## config.mk

```make
export PLATFORM = sky130hd
export DESIGN_NAME = sqr_sequencer_flat
export DESIGN_NICKNAME = d
export VERILOG_FILES = /design/src/rtl/sqr_sequencer_if.sv /design/src/rtl/sqr_sequencer.sv /design/src/flat_wrapper.sv
export SDC_FILE = /design/constraint.sdc
export NUM_CORES = 1
export LEC_CHECK = 0
export ABC_AREA = 1
export CAP_MARGIN = 20
export CORE_UTILIZATION = 40
export CTS_BUF_LIST = sky130_fd_sc_hd__clkbuf_16
export CTS_CLUSTER_SIZE = 30
export DETAILED_ROUTE_END_ITERATION = 12
export PLACE_DENSITY = 0.69
export SETUP_SLACK_MARGIN = 0.4
export SLEW_MARGIN = 20
export SYNTH_ARGS = -nofsm -noshare
export SYNTH_HDL_FRONTEND = slang
export SYNTH_SLANG_ARGS = --single-unit
```

## constraint.sdc

```tcl
create_clock -name clk -period 1.97 [get_ports clk]
set_input_delay 0.394 -clock clk [delete_from_list [all_inputs] [get_ports clk]]
set_output_delay 0.394 -clock clk [all_outputs]
set_load 0.1 [all_outputs]
```

## src/rtl/sqr_sequencer_if.sv

```systemverilog
`default_nettype none
// ============================================================================
// Module      : sqr_sequencer_if
// Description : Host/datapath-facing signal bundle of the square-root
//               sequencer.
//               slave  modport : the sequencer itself
//               master modport : the host / datapath side
// Signals     : start    host -> seq   request a new operation
//               cont     dp   -> seq   loop-continue flag
//               stall    rf   -> seq   hold current state
//               Q        seq  -> dec   4-bit state word
//               busy     seq  -> host  Q != IDLE
//               done     seq  -> host  Q == DONE
//               err      seq  -> host  watchdog abort flag
//               iter_cnt seq  -> host  completed loop iterations
// Revision    : 1.0  initial release
// ============================================================================
interface sqr_sequencer_if #(
    parameter int ITER_W = 4
);
    logic              start;
    logic              cont;
    logic              stall;
    logic [3:0]        Q;
    logic              busy;
    logic              done;
    logic              err;
    logic [ITER_W-1:0] iter_cnt;

    modport slave (
        input  start, cont, stall,
        output Q, busy, done, err, iter_cnt
    );

    modport master (
        output start, cont, stall,
        input  Q, busy, done, err, iter_cnt
    );
endinterface : sqr_sequencer_if
`default_nettype wire

```

## src/rtl/sqr_sequencer.sv

```systemverilog
`default_nettype none
// ============================================================================
// Module      : sqr_sequencer
// Description : Registered state sequencer for the structural square-root
//               datapath. Walks a fixed microprogram
//               IDLE -> LOAD -> S2 -> S3 -> TEST -> (DONE | B6..B9 -> S2)
//               with one data-dependent loop steered by bus.cont, honours
//               register-file stalls and recovers from illegal state codes.
// Ports       : clk      system clock, rising edge
//               rst_n    asynchronous active-low reset
//               bus      sqr_sequencer_if.slave (start/cont/stall in,
//                        Q/busy/done/err/iter_cnt out)
// Parameters  : ITER_W   width of the iteration counter
//               MAX_ITER watchdog iteration limit (<= 2**ITER_W-1)
// Macro       : SQR_SEQ_WATCHDOG_EN - when defined, a TEST visit that wants
//               another iteration with iter_cnt == MAX_ITER exits to DONE and
//               raises err. When undefined the loop is unbounded, err is 0
//               and iter_cnt wraps.
// Revision    : 1.0  initial release
// ============================================================================
module sqr_sequencer #(
    parameter int ITER_W   = 4,
    parameter int MAX_ITER = 15
) (
    input  wire logic      clk,
    input  wire logic      rst_n,
    sqr_sequencer_if.slave bus
);

    typedef enum logic [3:0] {
        IDLE = 4'd0,
        LOAD = 4'd1,
        S2   = 4'd2,
        S3   = 4'd3,
        TEST = 4'd4,
        DONE = 4'd5,
        B6   = 4'd6,
        B7   = 4'd7,
        B8   = 4'd8,
        B9   = 4'd9
    } state_t;

    // Elaboration-time sanity check of the watchdog limit.
    if (MAX_ITER > (2 ** ITER_W) - 1) begin : g_max_iter_check
        $error("sqr_sequencer: MAX_ITER exceeds the iter_cnt range");
    end

    // The state register is kept as a plain 4-bit word so that the six
    // unused codes 10..15 are representable and can be recovered from.
    logic [3:0]        state_q, state_d;
    logic [ITER_W-1:0] iter_q,  iter_d;
    logic              legal_state;

`ifdef SQR_SEQ_WATCHDOG_EN
    localparam logic [ITER_W-1:0] MAX_ITER_C = ITER_W'(MAX_ITER);
    logic err_q, err_d;
`endif

    assign legal_state = (state_q <= B9);

    // ------------------------------------------------------------------
    // Next-state / counter logic
    // ------------------------------------------------------------------
    always_comb begin
        state_d = state_q;
        iter_d  = iter_q;
`ifdef SQR_SEQ_WATCHDOG_EN
        err_d   = err_q;
`endif
        if (!legal_state) begin
            // Illegal code: back to IDLE even under stall, counters kept.
            state_d = IDLE;
        end else if (!bus.stall) begin
            case (state_q)
                IDLE: begin
                    if (bus.start) begin
                        state_d = LOAD;
                        iter_d  = '0;
`ifdef SQR_SEQ_WATCHDOG_EN
                        err_d   = 1'b0;
`endif
                    end
                end
                LOAD: state_d = S2;
                S2:   state_d = S3;
                S3:   state_d = TEST;
                TEST: begin
                    if (!bus.cont) begin
                        state_d = DONE;
`ifdef SQR_SEQ_WATCHDOG_EN
                    end else if (iter_q == MAX_ITER_C) begin
                        // Iteration budget spent: abort instead of looping.
                        state_d = DONE;
                        err_d   = 1'b1;
`endif
                    end else begin
                        state_d = B6;
                    end
                end
                B6:   state_d = B7;
                B7:   state_d = B8;
                B8:   state_d = B9;
                B9: begin
                    state_d = S2;
                    iter_d  = iter_q + 1'b1;
                end
                DONE:    state_d = IDLE;
                default: state_d = IDLE;
            endcase
        end
    end

    // ------------------------------------------------------------------
    // State and counter registers
    // ------------------------------------------------------------------
    always_ff @(posedge clk or negedge rst_n) begin
        if (!rst_n) begin
            state_q <= IDLE;
            iter_q  <= '0;
        end else begin
            state_q <= state_d;
            iter_q  <= iter_d;
        end
    end

`ifdef SQR_SEQ_WATCHDOG_EN
    always_ff @(posedge clk or negedge rst_n) begin
        if (!rst_n) begin
            err_q <= 1'b0;
        end else begin
            err_q <= err_d;
        end
    end
    assign bus.err = err_q;
`else
    assign bus.err = 1'b0;
`endif

    // ------------------------------------------------------------------
    // Outputs: pure decodes of the registered state word
    // ------------------------------------------------------------------
    assign bus.Q        = state_q;
    assign bus.busy     = (state_q != IDLE);
    assign bus.done     = (state_q == DONE);
    assign bus.iter_cnt = iter_q;

endmodule : sqr_sequencer
`default_nettype wire
```

## src/flat_wrapper.sv

```systemverilog
// flat-port wrapper written by rule: the top's interface ports become plain ports
module sqr_sequencer_flat 
#(
    parameter int ITER_W   = 4,
    parameter int MAX_ITER = 15
)
  (clk, rst_n, bus_start, bus_cont, bus_stall, bus_Q, bus_busy, bus_done, bus_err, bus_iter_cnt);
  sqr_sequencer_if #(.ITER_W(ITER_W)) bus_i ();
  input  wire logic clk;
  input  wire logic rst_n;
  input wire logic [$bits(bus_i.start)-1:0] bus_start;
  input wire logic [$bits(bus_i.cont)-1:0] bus_cont;
  input wire logic [$bits(bus_i.stall)-1:0] bus_stall;
  output wire logic [$bits(bus_i.Q)-1:0] bus_Q;
  output wire logic [$bits(bus_i.busy)-1:0] bus_busy;
  output wire logic [$bits(bus_i.done)-1:0] bus_done;
  output wire logic [$bits(bus_i.err)-1:0] bus_err;
  output wire logic [$bits(bus_i.iter_cnt)-1:0] bus_iter_cnt;
  assign bus_i.start = bus_start;
  assign bus_i.cont = bus_cont;
  assign bus_i.stall = bus_stall;
  assign bus_Q = bus_i.Q;
  assign bus_busy = bus_i.busy;
  assign bus_done = bus_i.done;
  assign bus_err = bus_i.err;
  assign bus_iter_cnt = bus_i.iter_cnt;
  sqr_sequencer #(.ITER_W(ITER_W), .MAX_ITER(MAX_ITER)) u_core (.clk(clk), .rst_n(rst_n), .bus(bus_i));
endmodule
```

==> results of run 1 <==
registers in the layout (all words and copies together) (netlist names):
register / flops
u_core.bus.Q: 4
u_core.bus.iter_cnt: 4
where the power goes:
part	switching [W]	internal [W]	total (W)	leakage (nW)
logic	0.000759	0.000468	0.00123	0.355
registers	0.0000987	0.000224	0.000323	0.0982
clock network	0.0000851	0.000265	0.000350	0.0423
worst paths after layout:
| path | from | endpoint | slack, ns | cells after the start |
|---|---|---|---|---|
| worst max-delay path | u_core.bus.Q[0]$_DFFE_PN0P_ | bus_busy | 0.41 | 3 |
| worst min-delay path | rst_n | u_core.bus.Q[2]$_DFFE_PN0P_ | 0.44 | 1 |
| worst max register to register | u_core.bus.Q[3]$_DFFE_PN0P_ | u_core.bus.iter_cnt[3]$_DFFE_PN0P_ | 0.60 | 8 |
| worst min register to register | u_core.bus.iter_cnt[3]$_DFFE_PN0P_ | u_core.bus.iter_cnt[3]$_DFFE_PN0P_ | 0.55 | 2 |
| max in group asynchronous | rst_n | u_core.bus.Q[1]$_DFFE_PN0P_ | 1.23 | 1 |
| min in group clk | u_core.bus.iter_cnt[3]$_DFFE_PN0P_ | u_core.bus.iter_cnt[3]$_DFFE_PN0P_ | 0.55 | 2 |
cell families (layout without fill, tap and decap cells):
logic type,Yosys count,in the layout
simple gates,59,59
buf+inv,12,39
flops,8,8
compound gates,5,5
fa+ha+maj,1,1
other cells,1,1
xor+xnor,1,1
layout make-up:
cell class                 count  area, um2
clock buffer                   3      75.07
inverter                      11      48.80
multi-input combinational     67      360.3
clock inverter                 1      3.754
timing repair buffer          24      277.8
tap                           15      18.77
fill                         106      315.3
sequential                     8      217.7
per-layer routing:
metal  share of wire, %  vias up  wire (um)  track usage [%]
met5                  0        -          0                0
met4                1.9        0         27            10.34
met1                 46      291        674            29.43
li1                   -      321          -                -
met3                4.1        5         60            8.523
met2                 48       13        694            31.97
cells in the final DEF (no fill, tap or decap):
master           Yosys  layout
nand2_1             35      32
buf_4                1      13
nor2_1              11       9
inv_1                9       9
buf_12               0       7
nor2_4               1       4
nand3_1              4       4
clkdlybuf4s50_1      0       4
dfrtp_4              0       4
nand2_4              0       3
clkbuf_16            0       3
nand3_2              2       2
nand2_2              2       2
nor2_2               3       2
o21ai_1              2       2
dfrtp_2              0       2
dfrtp_1              8       2
inv_6                0       1
inv_4                0       1
inv_2                2       1
o21ai_2              1       1
xnor2_1              1       1
o211ai_1             1       1
nand4_1              1       1
a21oi_1              1       1
ha_1                 1       1
conb_1               1       1
through the flow:
step                      cell area (um2)  total power (W)  hold WS, ns  worst slack, ns
final                                1002         0.001900       0.4385           0.4074
after global routing                 1002         0.001995       0.4682           0.3687
after floorplan                     614.3         0.001039      0.09841           0.2724
after global placement              828.3         0.001356       0.5231           0.5561
after detailed placement            828.3         0.001363       0.5429           0.5487
after CTS                           957.2         0.001803       0.4492           0.3928
timing repair:
action | CTS | global route
cloned | 0 | 0
setup buffers | 5 | 5
gates resized for setup | 3 | 2
endpoints found under the setup margin | 2 | 2
pin swaps | 2 | 3
endpoints found under the hold margin | 0 | 0
==> impl_metrics.json, run 1 <==
{
  "status": "completed",
  "vias": 630,
  "path_cells": "nor2_4, nand2_4, buf_12",
  "post-place-cells": 115,
  "cts_tree": "built",
  "skew_ns": 0.007970,
  "fin_cells": 129,
  "final_period_minus_worst_setup_slack_ns": 1.563,
  "synth_edf_count": 0,
  "cts-root-buf": "clkbuf_16",
  "initial_core_util_pct": 43.02,
  "drt-total-wl_um": 1456,
  "die_area_mm2": 0.001571,
  "finalSetupViolations": 0,
  "p_per_area_mw_per_mm2": 1895,
  "synthFlopType": "dfrtp_1",
  "die_x_um": 39.64,
  "detail-route-antenna-nets": 0,
  "hold_buffers": 0,
  "dr.pass1.iters": 4,
  "fin_nets": 121,
  "syn_area_per_cell_um2": 6.515,
  "synth.mux.area_fraction_pct": 0,
  "grt_pass1_wl_um": 2201,
  "place_hpwl_um": 961.3,
  "maxCapViolations": 0,
  "fp.dieH_um": 39.64,
  "synthArstFlopShare_pct": 100.0,
  "synth_area_leader_cell": "dfrtp_1",
  "clk_latency_ns": 0.24,
  "start_kind": "flop",
  "synth_nets": 93,
  "hold_viol_final": 0,
  "setup-tns-final_ns": 0,
  "synth_area_leaders": "dfrtp_1 (35%), nand2_1 (23%), nor2_1 (7.3%)",
  "syn_inst": 87,
  "endpoint_kind": "output pin",
  "grt_max_degree": 9,
  "avgViaCountPerCell": 4.884,
  "critPathMaxStageDelay_ns": 0.52,
  "rsz0062_at_grt": "true",
  "hold_class": "in2async",
  "period_share_pct": 79.32,
  "yosysMostFrequentCell": "nand2_1",
  "dr.first_iter.drc_count": 22,
  "synthDominantCellAreaShare_pct": 35.32,
  "ys_warn_count": 0,
  "antenna_found_initial": 0,
  "syn-cell-area_um2": 566.8,
  "post_drt_wl_per_cell_um": 11.29,
  "port_buffers": 14,
  "grt_pass1_vias": 514,
  "cts_buffers": 3,
  "ys_ff_latch": 8,
  "required_ns": 1.58,
  "cp_top_family": "flip-flops",
  "gp_congestion": 0.8549,
  "critPathBufInv": 1,
  "synth-compound-area-share_pct": 5.519,
  "drv_slew": 0,
  "synthToLayoutAreaGrowth_pct": 76.82,
  "critPathSlowestCell": "dfrtp_4",
  "synth_top_family_by_area": "simple AND/OR/NAND/NOR gates",
  "h-tree-depth": 1,
  "synth-xor-area-share_pct": 1.545,
  "synth.distinct_cells": 19,
  "grt_use_total_pct": 22.43,
  "timing.fmax_mhz": 640.0,
  "drc": 0,
  "yosysSeqAreaShare_pct": 35.32,
  "cp.arrival_ns": 1.17,
  "ioPinCount": 16,
  "n_antenna_cell": 0,
  "final_core_util_pct": 76.07,
  "irDropWorstVdd_v": 0.001675,
  "critPathKind": "reg2out",
  "synth.top_cells.by_count": "nand2_1 (35), nor2_1 (11), inv_1 (9)",
  "grt_overflow": 0,
  "num_rows": 13,
  "clk_pin_slew_ns": 0.04,
  "leakage_nw": 0.4960,
  "clock_sinks": 8,
  "synth_fa_ha_area_share_pct": 2.208,
  "cp_max_fo": 6,
  "drive_above_1_share_pct": 40.35,
  "synth-simple-area-share_pct": 46.14,
  "design.core.area_mm2": 0.001318,
  "cts_max_path_buffers": 2
}
(Power assumes the default switching activity.)
==> run 2, diff against run 1 <==
==> constraint.sdc (replaced) <==
create_clock -name clk -period 1.5 [get_ports clk]
set_input_delay 0.3 -clock clk [delete_from_list [all_inputs] [get_ports clk]]
set_output_delay 0.3 -clock clk [all_outputs]
set_load 0.1 [all_outputs]
==> impl_metrics.json, run 2 (synthesized netlist as in run 1, its figures left out) <==
{
  "leakage_nw": 0.5312,
  "setup-tns-final_ns": 0,
  "r2r-start": "u_core.bus.Q[0]$_DFFE_PN0P_",
  "regArea_um2": 220.2,
  "ioPinCount": 16,
  "post_drt_wl_per_cell_um": 16.21,
  "irDropWorstVdd_v": 0.002164,
  "finalInstanceArea_mm2": 0.001106,
  "gp_congestion": 0.7603,
  "drv_slew": 0,
  "dpl_cell_area_um2": 868.3,
  "reg2reg_to": "u_core.bus.iter_cnt[3]$_DFFE_PN0P_",
  "fill_cells": 65,
  "hold_class": "in2async",
  "fin_nets": 125,
  "design.core.area_mm2": 0.001318,
  "fp.dieH_um": 39.64,
  "cts_tree": "built",
  "multi_input_area_um2": 390.4,
  "initial_core_util_pct": 43.02,
  "critPathKind": "reg2out",
  "dr.first_iter.drc_count": 33,
  "cp_max_fo": 4,
  "reg2reg_depth": 7,
  "synthToLayoutAreaGrowth_pct": 95.14,
  "power_w": 0.002651,
  "seq_power_share_pct": 15.2,
  "final_period_minus_worst_setup_slack_ns": 1.482,
  "avgViaCountPerCell": 5.447,
  "clock_sinks": 8,
  "comb_power_share_pct": 67.7,
  "endpoint_kind": "output pin",
  "rsz0062_at_grt": "true",
  "grt_overflow": 0,
  "vias": 719,
  "cts_max_path_buffers": 2,
  "final_common_cell": "nand2_1",
  "timing.fmax_mhz": 675.0,
  "final_core_util_pct": 83.95,
  "maxCapViolations": 0,
  "finalSetupViolations": 0,
  "grt_use_total_pct": 27.92,
  "p_int_w": 0.001294,
  "antenna_found_initial": 0,
  "period_share_pct": 98.77,
  "drive_above_1_share_pct": 48.72,
  "cp.arrival_ns": 1.18,
  "grt_pass1_vias": 607,
  "n_antenna_cell": 0,
  "hold_buffers": 0,
  "drt-total-wl_um": 2140,
  "status": "completed",
  "whs_ns": 0.3396,
  "grt_pass1_wl_um": 2739,
  "port_buffers": 14,
  "grt_max_degree": 9,
  "drc": 0,
  "clk_pin_slew_ns": 0.04,
  "place_hpwl_um": 1002,
  "pwr-share-clk_pct": 17.1,
  "h-tree-depth": 1,
  "p_per_area_mw_per_mm2": 2397,
  "clk_latency_ns": 0.24,
  "detail-route-antenna-nets": 0,
  "required_ns": 1.20,
  "start_kind": "flop",
  "die_x_um": 39.64,
  "switching_share_pct": 51.21,
  "cts-root-buf": "clkbuf_16",
  "r2r_setup_slack_ns": 0.08,
  "skew_ns": 0.005009,
  "p_switching_w": 0.001358,
  "mostFrequentLayoutCells": "nand2_1 (32), buf_4 (12), buf_12 (10)",
  "num_rows": 13,
  "die_area_mm2": 0.001571,
  "cts_buffers": 3,
  "hold_viol_final": 0,
  "dr.pass1.iters": 4
}
-- run 2: cell count changes in the layout (fill, tap and decap cells not counted), sizes merged --
cell / before / now
inv: 12 / 11
buf: 20 / 24
-- run 2: worst max-delay path by stage --
| stage | to | slack, ns | depth (start not counted) | start |
|---|---|---|---|---|
| after floorplan | bus_done | -0.10 | 3 | u_core.bus.Q[1]$_DFFE_PN0P_ |
| after global placement | u_core.bus.iter_cnt[1]$_DFFE_PN0P_ | 0.16 | 7 | bus_start |
| after detailed placement | u_core.bus.Q[0]$_DFFE_PN0P_ | 0.15 | 7 | bus_start |
| after CTS | bus_done | 0.03 | 4 | u_core.bus.Q[3]$_DFFE_PN0P_ |
| after global routing | bus_busy | -0.01 | 3 | u_core.bus.Q[2]$_DFFE_PN0P_ |
| final | bus_busy | 0.02 | 3 | u_core.bus.Q[2]$_DFFE_PN0P_ |
-- run 2: area by class of cell --
| class | count | area share [%] |
|---|---|---|
| tap | 15 | 1.697 |
| clock buffer | 3 | 6.787 |
| inverter | 11 | 4.412 |
| sequential | 8 | 19.91 |
| multi-input combinational | 67 | 35.29 |
| timing repair buffer | 28 | 31.90 |
-- run 2: critical path, stage by stage, from the launching register on --
cell and delay, ns:
dfrtp_4 0.52, nor2_4 0.17, nand2_4 0.09, buf_12 0.17
-- run 2: layer usage --
layer / vias up / global-route usage, % / part of all wire (%)
met5: - / 0 / 0
met4: 0 / 12.93 / 3.3
met3: 9 / 6.250 / 7.9
met2: 55 / 44.26 / 50
met1: 332 / 35.46 / 39
li1: 323 / - / -
-- run 2: power by group through the flow --
stage / Clock (W) / Combinational (W) / Sequential [W]
floorplan: 0 / 0.000644 / 0.000721
global placement: 0 / 0.00137 / 0.000423
detailed placement: 0 / 0.00138 / 0.000424
CTS: 0.000450 / 0.00158 / 0.000382
global route: 0.000463 / 0.00189 / 0.000409
finish: 0.000454 / 0.00179 / 0.000403
-- run 2: through the flow --
step | setup WS, ns | cells
after floorplan | -0.1036 | 87
after global placement | 0.1641 | 115
after detailed placement | 0.1498 | 115
after CTS | 0.03347 | 130
after global routing | -0.009756 | 132
final | 0.01847 | 132
-- run 2: timing repair --
| item | 4_1_cts | 5_1_grt |
|---|---|---|
| gates cloned | 0 | 0 |
| pin swaps | 2 | 7 |
| buffers inserted | 12 | 2 |
| gates resized for setup | 2 | 14 |
| setup endpoints to repair | 18 | 18 |
==> run 3, diff against run 2 <==
--- a/config.mk
+++ b/config.mk
@@ -8,7 +8,7 @@
 export ABC_AREA = 1
 export CAP_MARGIN = 20
 export CORE_UTILIZATION = 40
-export CTS_BUF_LIST = sky130_fd_sc_hd__clkbuf_16
+export CTS_BUF_LIST = sky130_fd_sc_hd__clkbuf_4
 export CTS_CLUSTER_SIZE = 30
 export DETAILED_ROUTE_END_ITERATION = 12
 export PLACE_DENSITY = 0.69
==> impl_metrics.json, run 3 (synthesized netlist as in run 1, its figures left out) <==
{
  "status": "completed",
  "avgViaCountPerCell": 5.138,
  "reg2reg_depth": 8,
  "final_period_minus_worst_setup_slack_ns": 1.487,
  "irDropWorstVdd_v": 0.001984,
  "cts_buffers": 3,
  "critPathKind": "reg2out",
  "cp_max_fo": 4,
  "setup-tns-final_ns": 0,
  "fin_cells": 138,
  "period_share_pct": 99.15,
  "fill_cells": 63,
  "endpoint_kind": "output pin",
  "post-place-cells": 115,
  "mostFrequentLayoutCells": "nand2_1 (30), buf_4 (16), buf_12 (10)",
  "hold_viol_final": 0,
  "clk_pin_slew_ns": 0.05,
  "antenna_found_initial": 0,
  "die_area_mm2": 0.001571,
  "grt_overflow": 0,
  "cts_max_path_buffers": 2,
  "dr.first_iter.drc_count": 31,
  "cp.arrival_ns": 1.19,
  "design.core.area_mm2": 0.001318,
  "cts_tree": "built",
  "dr.pass1.iters": 4,
  "required_ns": 1.20,
  "fp.dieH_um": 39.64,
  "die_x_um": 39.64,
  "p_per_area_mw_per_mm2": 2194,
  "grt_pass1_vias": 593,
  "post_drt_wl_per_cell_um": 15.30,
  "port_buffers": 14,
  "num_rows": 13,
  "maxCapViolations": 0,
  "final_core_util_pct": 86.13,
  "drv_slew": 0,
  "h-tree-depth": 1,
  "synthToLayoutAreaGrowth_pct": 100.2,
  "final_common_cell": "nand2_1",
  "gp_congestion": 0.7603,
  "drive_above_1_share_pct": 56.10,
  "hold_class": "in2async",
  "place_hpwl_um": 1002,
  "initial_core_util_pct": 43.02,
  "cts-root-buf": "clkbuf_4",
  "detail-route-antenna-nets": 0,
  "grt_pass1_wl_um": 2628,
  "grt_use_total_pct": 26.32,
  "whs_ns": 0.3280,
  "start_kind": "flop",
  "fin_nets": 131,
  "finalSetupViolations": 0,
  "drc": 0,
  "grt_max_degree": 9,
  "vias": 709,
  "skew_ns": 0.002387,
  "ioPinCount": 16,
  "clk_latency_ns": 0.24,
  "rsz0062_at_grt": "true",
  "leakage_nw": 0.5456,
  "n_antenna_cell": 0,
  "timing.fmax_mhz": 672.4,
  "clock_sinks": 8,
  "drt-total-wl_um": 2112
}
==> run 3: cell types whose count changed in the layout (fill, tap and decap cells not counted), moves of 2 or more <==
cell / previous run / this run
buf_4: 12 / 16
buf_6: 2 / 4
nand2_2: 0 / 2
clkbuf_16: 3 / 0
nand2_1: 32 / 30
clkbuf_4: 0 / 3
==> run 3: through the flow <==
stage,setup WS (ns),power (W),instance area (um2)
floorplan,-0.1036,0.001365,616.8
global placement,0.1641,0.001792,868.3
detailed placement,0.1498,0.001802,868.3
CTS,0.004531,0.002178,1013
global route,-0.02507,0.002604,1135
finish,0.01270,0.002490,1135
==> run 3: worst paths after layout <==
check	start	to	slack, ns
setup / recovery	u_core.bus.Q[1]$_DFFE_PN0P_	bus_done	0.01
max in group asynchronous	rst_n	u_core.bus.Q[1]$_DFFE_PN0P_	0.89
setup reg to reg	u_core.bus.Q[1]$_DFFE_PN0P_	u_core.bus.iter_cnt[2]$_DFFE_PN0P_	0.07
min in group clk	u_core.bus.iter_cnt[1]$_DFFE_PN0P_	u_core.bus.iter_cnt[1]$_DFFE_PN0P_	0.61
hold / removal	rst_n	u_core.bus.Q[0]$_DFFE_PN0P_	0.33
hold reg to reg	u_core.bus.iter_cnt[1]$_DFFE_PN0P_	u_core.bus.iter_cnt[1]$_DFFE_PN0P_	0.61
==> run 3: where the power goes <==
part	leakage (nW)	internal, W	switching, W
registers	0.0949	0.000293	0.000104
logic	0.437	0.000752	0.00119
clock network	0.0138	0.0000906	0.0000597
total	0.546	0.00114	0.00135
==> run 3: final cells by class <==
class	count	area (um2)	share of cell area (%)
multi-input combinational	67	419.2	36.93
timing repair buffer	34	405.4	35.72
sequential	8	220.2	19.40
inverter	11	48.80	4.300
clock buffer	3	22.52	1.985
tap	15	18.77	1.654
==> run 3: what timing repair did <==
action                                  CTS  global route
resized for setup                         6            20
endpoints found under the setup margin   18            18
pin swaps                                 2            15
buffers inserted                         13             7
hold buffers                              0             0
==> run 3: worst max-delay path, cell delays in order, from the launching register on <==
cell and delay [ns]:
dfrtp_4 0.51, inv_4 0.08, nand2_4 0.05, nor2_4 0.12, buf_12 0.18
==> run 3: routing by layer <==
layer,share of wire [%],global-route usage [%],up-vias
li1,-,-,338
met1,42,35.71,332
met2,51,37.30,30
met3,4.0,5.114,9
met4,3.0,17.24,0
met5,0,0,-
